$ cat src/rtl/mips_pkg.sv
// rtl/mips_pkg.sv - MIPS R-type opcode, func and ALUOp constants shared by encoder and decoder
package mips_pkg;

   localparam logic [5:0] OPCODE_RTYPE = 6'd0;

   localparam logic [5:0] FUNC_AND = 6'h24;
   localparam logic [5:0] FUNC_OR  = 6'h25;
   localparam logic [5:0] FUNC_ADD = 6'h20;
   localparam logic [5:0] FUNC_SUB = 6'h22;
   localparam logic [5:0] FUNC_SLT = 6'h2A;

   localparam logic [2:0] ALUOP_AND = 3'b000;
   localparam logic [2:0] ALUOP_OR  = 3'b001;
   localparam logic [2:0] ALUOP_ADD = 3'b010;
   localparam logic [2:0] ALUOP_SUB = 3'b110;
   localparam logic [2:0] ALUOP_SLT = 3'b111;

   function automatic logic aluop_legal(input logic [2:0] aluop);
      logic ok;
      ok = 1'b0;
      case (aluop)
         ALUOP_AND, ALUOP_OR, ALUOP_ADD, ALUOP_SUB, ALUOP_SLT: ok = 1'b1;
         default: ok = 1'b0;
      endcase
      return ok;
   endfunction

   function automatic logic [5:0] aluop_func(input logic [2:0] aluop);
      logic [5:0] f;
      f = 6'd0;
      case (aluop)
         ALUOP_AND: f = FUNC_AND;
         ALUOP_OR:  f = FUNC_OR;
         ALUOP_ADD: f = FUNC_ADD;
         ALUOP_SUB: f = FUNC_SUB;
         ALUOP_SLT: f = FUNC_SLT;
         default:   f = 6'd0;
      endcase
      return f;
   endfunction

endpackage

$ cat src/rtl/sync_fifo.sv
// rtl/sync_fifo.sv - registered FIFO with read/write pointers and occupancy counter
module sync_fifo #(
   parameter int WIDTH = 32,
   parameter int DEPTH = 4
) (
   input  logic                     clk,
   input  logic                     reset,
   input  logic                     push,
   input  logic [WIDTH-1:0]         wdata,
   input  logic                     pop,
   output logic [WIDTH-1:0]         rdata,
   output logic                     full,
   output logic                     empty,
   output logic [$clog2(DEPTH):0]   count
);

   localparam int PW = $clog2(DEPTH);
   localparam int CW = PW + 1;

   logic [WIDTH-1:0] mem [DEPTH];
   logic [PW-1:0]    wr_ptr;
   logic [PW-1:0]    rd_ptr;
   logic [CW-1:0]    occ;
   logic             do_push;
   logic             do_pop;

   // Guards here make the FIFO safe even if a caller ignores full/empty.
   assign do_push = push && !full;
   assign do_pop  = pop && !empty;

   assign full  = (occ == CW'(DEPTH));
   assign empty = (occ == '0);
   assign count = occ;
   assign rdata = mem[rd_ptr];

   always_ff @(posedge clk) begin
      if (do_push) begin
         mem[wr_ptr] <= wdata;
      end
   end

   always_ff @(posedge clk) begin
      if (reset) begin
         wr_ptr <= '0;
         rd_ptr <= '0;
         occ    <= '0;
      end else begin
         if (do_push) begin
            wr_ptr <= wr_ptr + PW'(1);
         end
         if (do_pop) begin
            rd_ptr <= rd_ptr + PW'(1);
         end
         case ({do_push, do_pop})
            2'b10:   occ <= occ + CW'(1);
            2'b01:   occ <= occ - CW'(1);
            default: occ <= occ;
         endcase
      end
   end

endmodule

$ cat src/rtl/rtype_instr_encoder.sv
// rtl/rtype_instr_encoder.sv - encodes ALUOp requests into R-type words and streams them to imem
module rtype_instr_encoder
   import mips_pkg::*;
#(
   parameter int                DEPTH     = 4,
   parameter int                ADDR_W    = 32,
   parameter logic [ADDR_W-1:0] BASE_ADDR = '0
) (
   input  logic              clk,
   input  logic              reset,
   input  logic              req_valid,
   output logic              req_ready,
   input  logic [2:0]        req_aluop,
   input  logic [4:0]        req_rs,
   input  logic [4:0]        req_rt,
   input  logic [4:0]        req_rd,
   output logic              imem_valid,
   input  logic              imem_ready,
   output logic [ADDR_W-1:0] imem_addr,
   output logic [31:0]       imem_wdata,
   output logic [ADDR_W-1:0] instr_count,
   output logic              illegal_op
);

   localparam int CW = $clog2(DEPTH) + 1;

   function automatic logic [31:0] encode(input logic [2:0] aluop, input logic [4:0] rs,
                                          input logic [4:0] rt, input logic [4:0] rd);
      return {OPCODE_RTYPE, rs, rt, rd, 5'd0, aluop_func(aluop)};
   endfunction

   logic          fifo_full;
   logic          fifo_empty;
   logic [31:0]   head;
   logic [31:0]   last_wdata;
   logic [CW-1:0] occ;
   logic          accept;
   logic          push;
   logic          pop;

   assign req_ready  = !fifo_full;
   assign imem_valid = (occ != '0);
   assign accept     = req_valid && req_ready;
   assign push       = accept && aluop_legal(req_aluop);
   assign pop        = imem_valid && imem_ready && !reset;

   // Once drained, keep showing the last word written rather than stale FIFO slots.
   assign imem_wdata = fifo_empty ? last_wdata : head;

   sync_fifo #(
      .WIDTH (32),
      .DEPTH (DEPTH)
   ) u_fifo (
      .clk   (clk),
      .reset (reset),
      .push  (push),
      .wdata (encode(req_aluop, req_rs, req_rt, req_rd)),
      .pop   (pop),
      .rdata (head),
      .full  (fifo_full),
      .empty (fifo_empty),
      .count (occ)
   );

   always_ff @(posedge clk) begin
      if (reset) begin
         imem_addr   <= BASE_ADDR;
         instr_count <= '0;
         last_wdata  <= '0;
         illegal_op  <= 1'b0;
      end else begin
         if (pop) begin
            imem_addr   <= imem_addr + ADDR_W'(4);
            instr_count <= instr_count + ADDR_W'(1);
            last_wdata  <= head;
         end
         if (accept && !aluop_legal(req_aluop)) begin
            illegal_op <= 1'b1;
         end
      end
   end

endmodule

$ cat config.mk
export PLATFORM = sky130hd
export DESIGN_NAME = rtype_instr_encoder
export DESIGN_NICKNAME = d
export VERILOG_FILES = /design/src/rtl/mips_pkg.sv /design/src/rtl/sync_fifo.sv /design/src/rtl/rtype_instr_encoder.sv
export SDC_FILE = /design/constraint.sdc
export NUM_CORES = 1
export LEC_CHECK = 0
export CORE_MARGIN = 3
export CORE_UTILIZATION = 30
export CTS_BUF_LIST = sky130_fd_sc_hd__clkbuf_4 sky130_fd_sc_hd__clkbuf_8
export DETAILED_ROUTE_END_ITERATION = 6
export PLACE_DENSITY = 0.57
export SYNTH_ARGS = -nofsm -noshare
export SYNTH_HDL_FRONTEND = slang
export SYNTH_SLANG_ARGS = --single-unit
$ cat constraint.sdc
create_clock -name clk -period 9.45 [get_ports clk]
set_input_delay 2.835 -clock clk [delete_from_list [all_inputs] [get_ports clk]]
set_output_delay 2.835 -clock clk [all_outputs]
set_load 0.1 [all_outputs]
==> key figures <==
Power
  • Int Pwr: between 1 and 1.5 mW
  • Logic pwr share: 0.269
  • Power share of the sequential group: 0.441
  • PD cells: 201 mW/mm^2
  • Leak pwr: a little over 3 nW
  • Clock power frac: 0.290
  • Max VDD drop: roughly 150 uV
  • Switch share: 0.383
  • Tot Pwr: 1.87 mW
  • Switching power: approximately 0.7 mW

Logic synthesis
  • Synth Cell Area: 0.00762 mm^2
  • Main synth FF type: dfxtp_1
  • Post-synthesis register bit count: 172
  • Unique cell type count in the Yosys netlist: between 40 and 50
  • Synth Instances: 695
  • Syn_area_per_cell: 11.0 um^2
  • Yosys warns: 0
  • Async SR Flop Fraction: 0
  • Post-synthesis sequential area ratio: 0.557
  • Post-synth EDFFs: 80

Critical path
  • Startpoint Class: flip-flop
  • Largest stage delay on the critical path: roughly 0.98 ns
  • Max FO, Critical Path: 29
  • Critical path cell sequence: nor3_4, buf_4, inv_1, buf_4, nand2_1, nand2_1, clkdlybuf4s50_1
  • Worst setup EP type: primary output
  • Slowest stage cell, crit path: clkdlybuf4s50_1
  • Req. time, crit path: 6.62 ns
  • WS Path Type: reg -> out
  • R2R cell count: 13
  • Arr. time, crit path: 3.26 ns

Timing
  • Hold Violations, Final: 0
  • Slew HR: 0.226
  • Worst Tran Pin Value: 1.16 ns
  • Sum Neg Setup Slack: 0 ns
  • Crit path setup slack, layout: 3.36 ns
  • RSZ-0062 raised after global routing: no
  • Post-route clock period utilization: 0.645
  • Hold Slack: 0.480 ns
  • Fmax: 164 MHz
  • Clock Skews: 0.0157 ns
  • Final min period: 6.09 ns
  • Final Max Slew Viols: 0
  • Final setup fails: 0

Layout
  • Most frequent cells in the layout: clkdlybuf4s50_1 (105), nand2_1 (101), dfxtp_1 (92), edfxtp_1 (80), nor2_1 (44)
  • Leading cell type in the layout, fill and taps excluded: clkdlybuf4s50_1
  • Share of cells above drive strength 1: 0.108
  • Area grow syn2layout: 22.6%
  • Final non-filler cell total: approximately 1,100
  • NumNets Final: 817

Floorplan
  • Core ar.: 0.0246 mm^2
  • Die Y-Extent: 165 um
  • Die X: 165 um
  • Die area: between 0.02 and 0.03 mm^2
  • Initial Utilization: 0.310
  • Top-level port count: 121
  • Row Count: 57

Drt
  • DRC: 0
  • TritonRoute pass-1 iters: 4
  • Detailed Route WL: 17,400 um
  • Wire per inst: 15.5 um
  • Drt via density: 4.78
  • Initial drt markers: 393
  • ANT nets after route: 0
  • DR vias: 5,373

Clock network
  • Clock latency on the worst-skew pair: 0.46 ns
  • Clk sink count: ~170
  • Post-cts resize count: 0
  • Clk Tree Root Cell: clkbuf_8
  • Clock Path Buffers: 2
  • Post-CTS Setup Inserts: 0
  • Hold buffer count at cts: 0
  • Num CTS Buffers: 17
  • Worst-path clk slew: 0.11 ns
  • H-tree depth: 4
  • CTS tree: yes

GRT
  • Vias in the first global route: 5,147
  • Initial antenna violation count: 0
  • First-pass GRT wire length: approximately 28,000 um
  • All-Layer GR Usage: 0.130
  • Largest net degree at the start of global routing: 93
  • Global route total overflow: 0

Placed design
  • Port bufs: 106
  • HPWL Detailed: 11,100 um
  • Placed cell count: between 1,000 and 1,500
  • Dpl ws: 3.66 ns
  • Placer Congestion: 0.749

Outcome
  • Outcome: finished, final reports clean

Hold path
  • HP Class: reg -> reg
  • Hold depth: 2

Flow run
  • Max_cap viols: 0
## kinds of logic after synthesis
logic type      after synthesis  share of synthesized area
mux                          36                     0.0826
simple gates                305                      0.214
other cells                   1                   0.000492
xor+xnor                     23                     0.0264
flops                       172                      0.557
fa+ha+maj                     8                     0.0141
compound gates               81                     0.0608
buf+inv                      69                     0.0442
## power by group through the flow
| stage | Combinational, mW | Sequential (mW) | Clock, mW |
|---|---|---|---|
| 2_1_floorplan | 0.378 | 0.850 | 0 |
| 3_3_place_gp | 0.509 | 0.842 | 0 |
| 4_1_cts | 0.510 | 0.826 | 0.562 |
| 6_report | 0.504 | 0.825 | 0.543 |
| 3_5_place_dp | 0.509 | 0.843 | 0 |
| 5_1_grt | 0.531 | 0.829 | 0.594 |
## registers in the layout (all words and copies together) (netlist names), named ones only
signal	flops
u_fifo.wr_ptr	2
imem_addr	30
illegal_op	1
last_wdata	20
instr_count	32
u_fifo.rd_ptr	2
u_fifo.mem	80
u_fifo.count	3
## routing by layer
| metal | up-vias | wire length, um | GRT usage |
|---|---|---|---|
| met4 | 0 | 180 | 0.0329 |
| li1 | 2672 | - | - |
| met3 | 13 | 865 | 0.0294 |
| met5 | - | 0 | 0 |
| met2 | 131 | 8260 | 0.217 |
| met1 | 2557 | 8080 | 0.171 |
## final cells by class
| cell class | instances | area (um^2) |
|---|---|---|
| Antenna cell | 1 | 2.50 |
| Clock buffer | 18 | 248 |
| Clock inverter | 14 | 169 |
| Fill cell | 2415 | 15300 |
| Inverter | 15 | 56.3 |
| Multi-Input combinational cell | 467 | 3090 |
| Sequential cell | 172 | 4240 |
| Tap cell | 324 | 405 |
| Timing Repair Buffer | 114 | 1120 |
## critical path: cells and delay by family (launching register included)
family        cells  cell delay [ns]
buf+inv           4             1.73
simple gates      3             0.70
flops             1             0.37
## through the flow
step	util	area (um^2)
finish	0.379	9330
floorplan	-	7660
global route	0.379	9330
CTS	0.379	9330
detailed placement	0.362	8910
global placement	0.362	8910
## final timing paths
path	startpoint	to	slack [ns]
worst max register to register	u_fifo.count[0]	u_fifo.count[2]	6.08
worst max-delay path	u_fifo.count[2]	imem_wdata[0]	3.36
worst min register to register	last_wdata[22]	last_wdata[22]	0.48
worst min-delay path	last_wdata[22]	last_wdata[22]	0.48
## cell usage after synthesis, types with 9 or more instances
| library cell | count | share of area |
|---|---|---|
| dfxtp_1 | 92 | 0.24 |
| mux4_2 | 20 | 0.059 |
| xnor2_1 | 16 | 0.018 |
| clkbuf_1 | 27 | 0.013 |
| edfxtp_1 | 80 | 0.32 |
| nand3_1 | 24 | 0.016 |
| and4_1 | 10 | 0.011 |
| nor4_1 | 13 | 0.011 |
| o21ai_0 | 30 | 0.020 |
| nor2_1 | 44 | 0.022 |
| nor2b_1 | 15 | 0.012 |
| nand2_1 | 101 | 0.050 |
| o31ai_1 | 20 | 0.020 |
| nand2b_1 | 23 | 0.019 |
| mux2_2 | 15 | 0.022 |
| nand4_1 | 12 | 0.0099 |
| a21oi_1 | 28 | 0.018 |
| or4_1 | 21 | 0.021 |
| inv_1 | 15 | 0.0074 |
| or3_1 | 9 | 0.0074 |
| buf_4 | 14 | 0.014 |
Power figures use the tool's default switching activity.
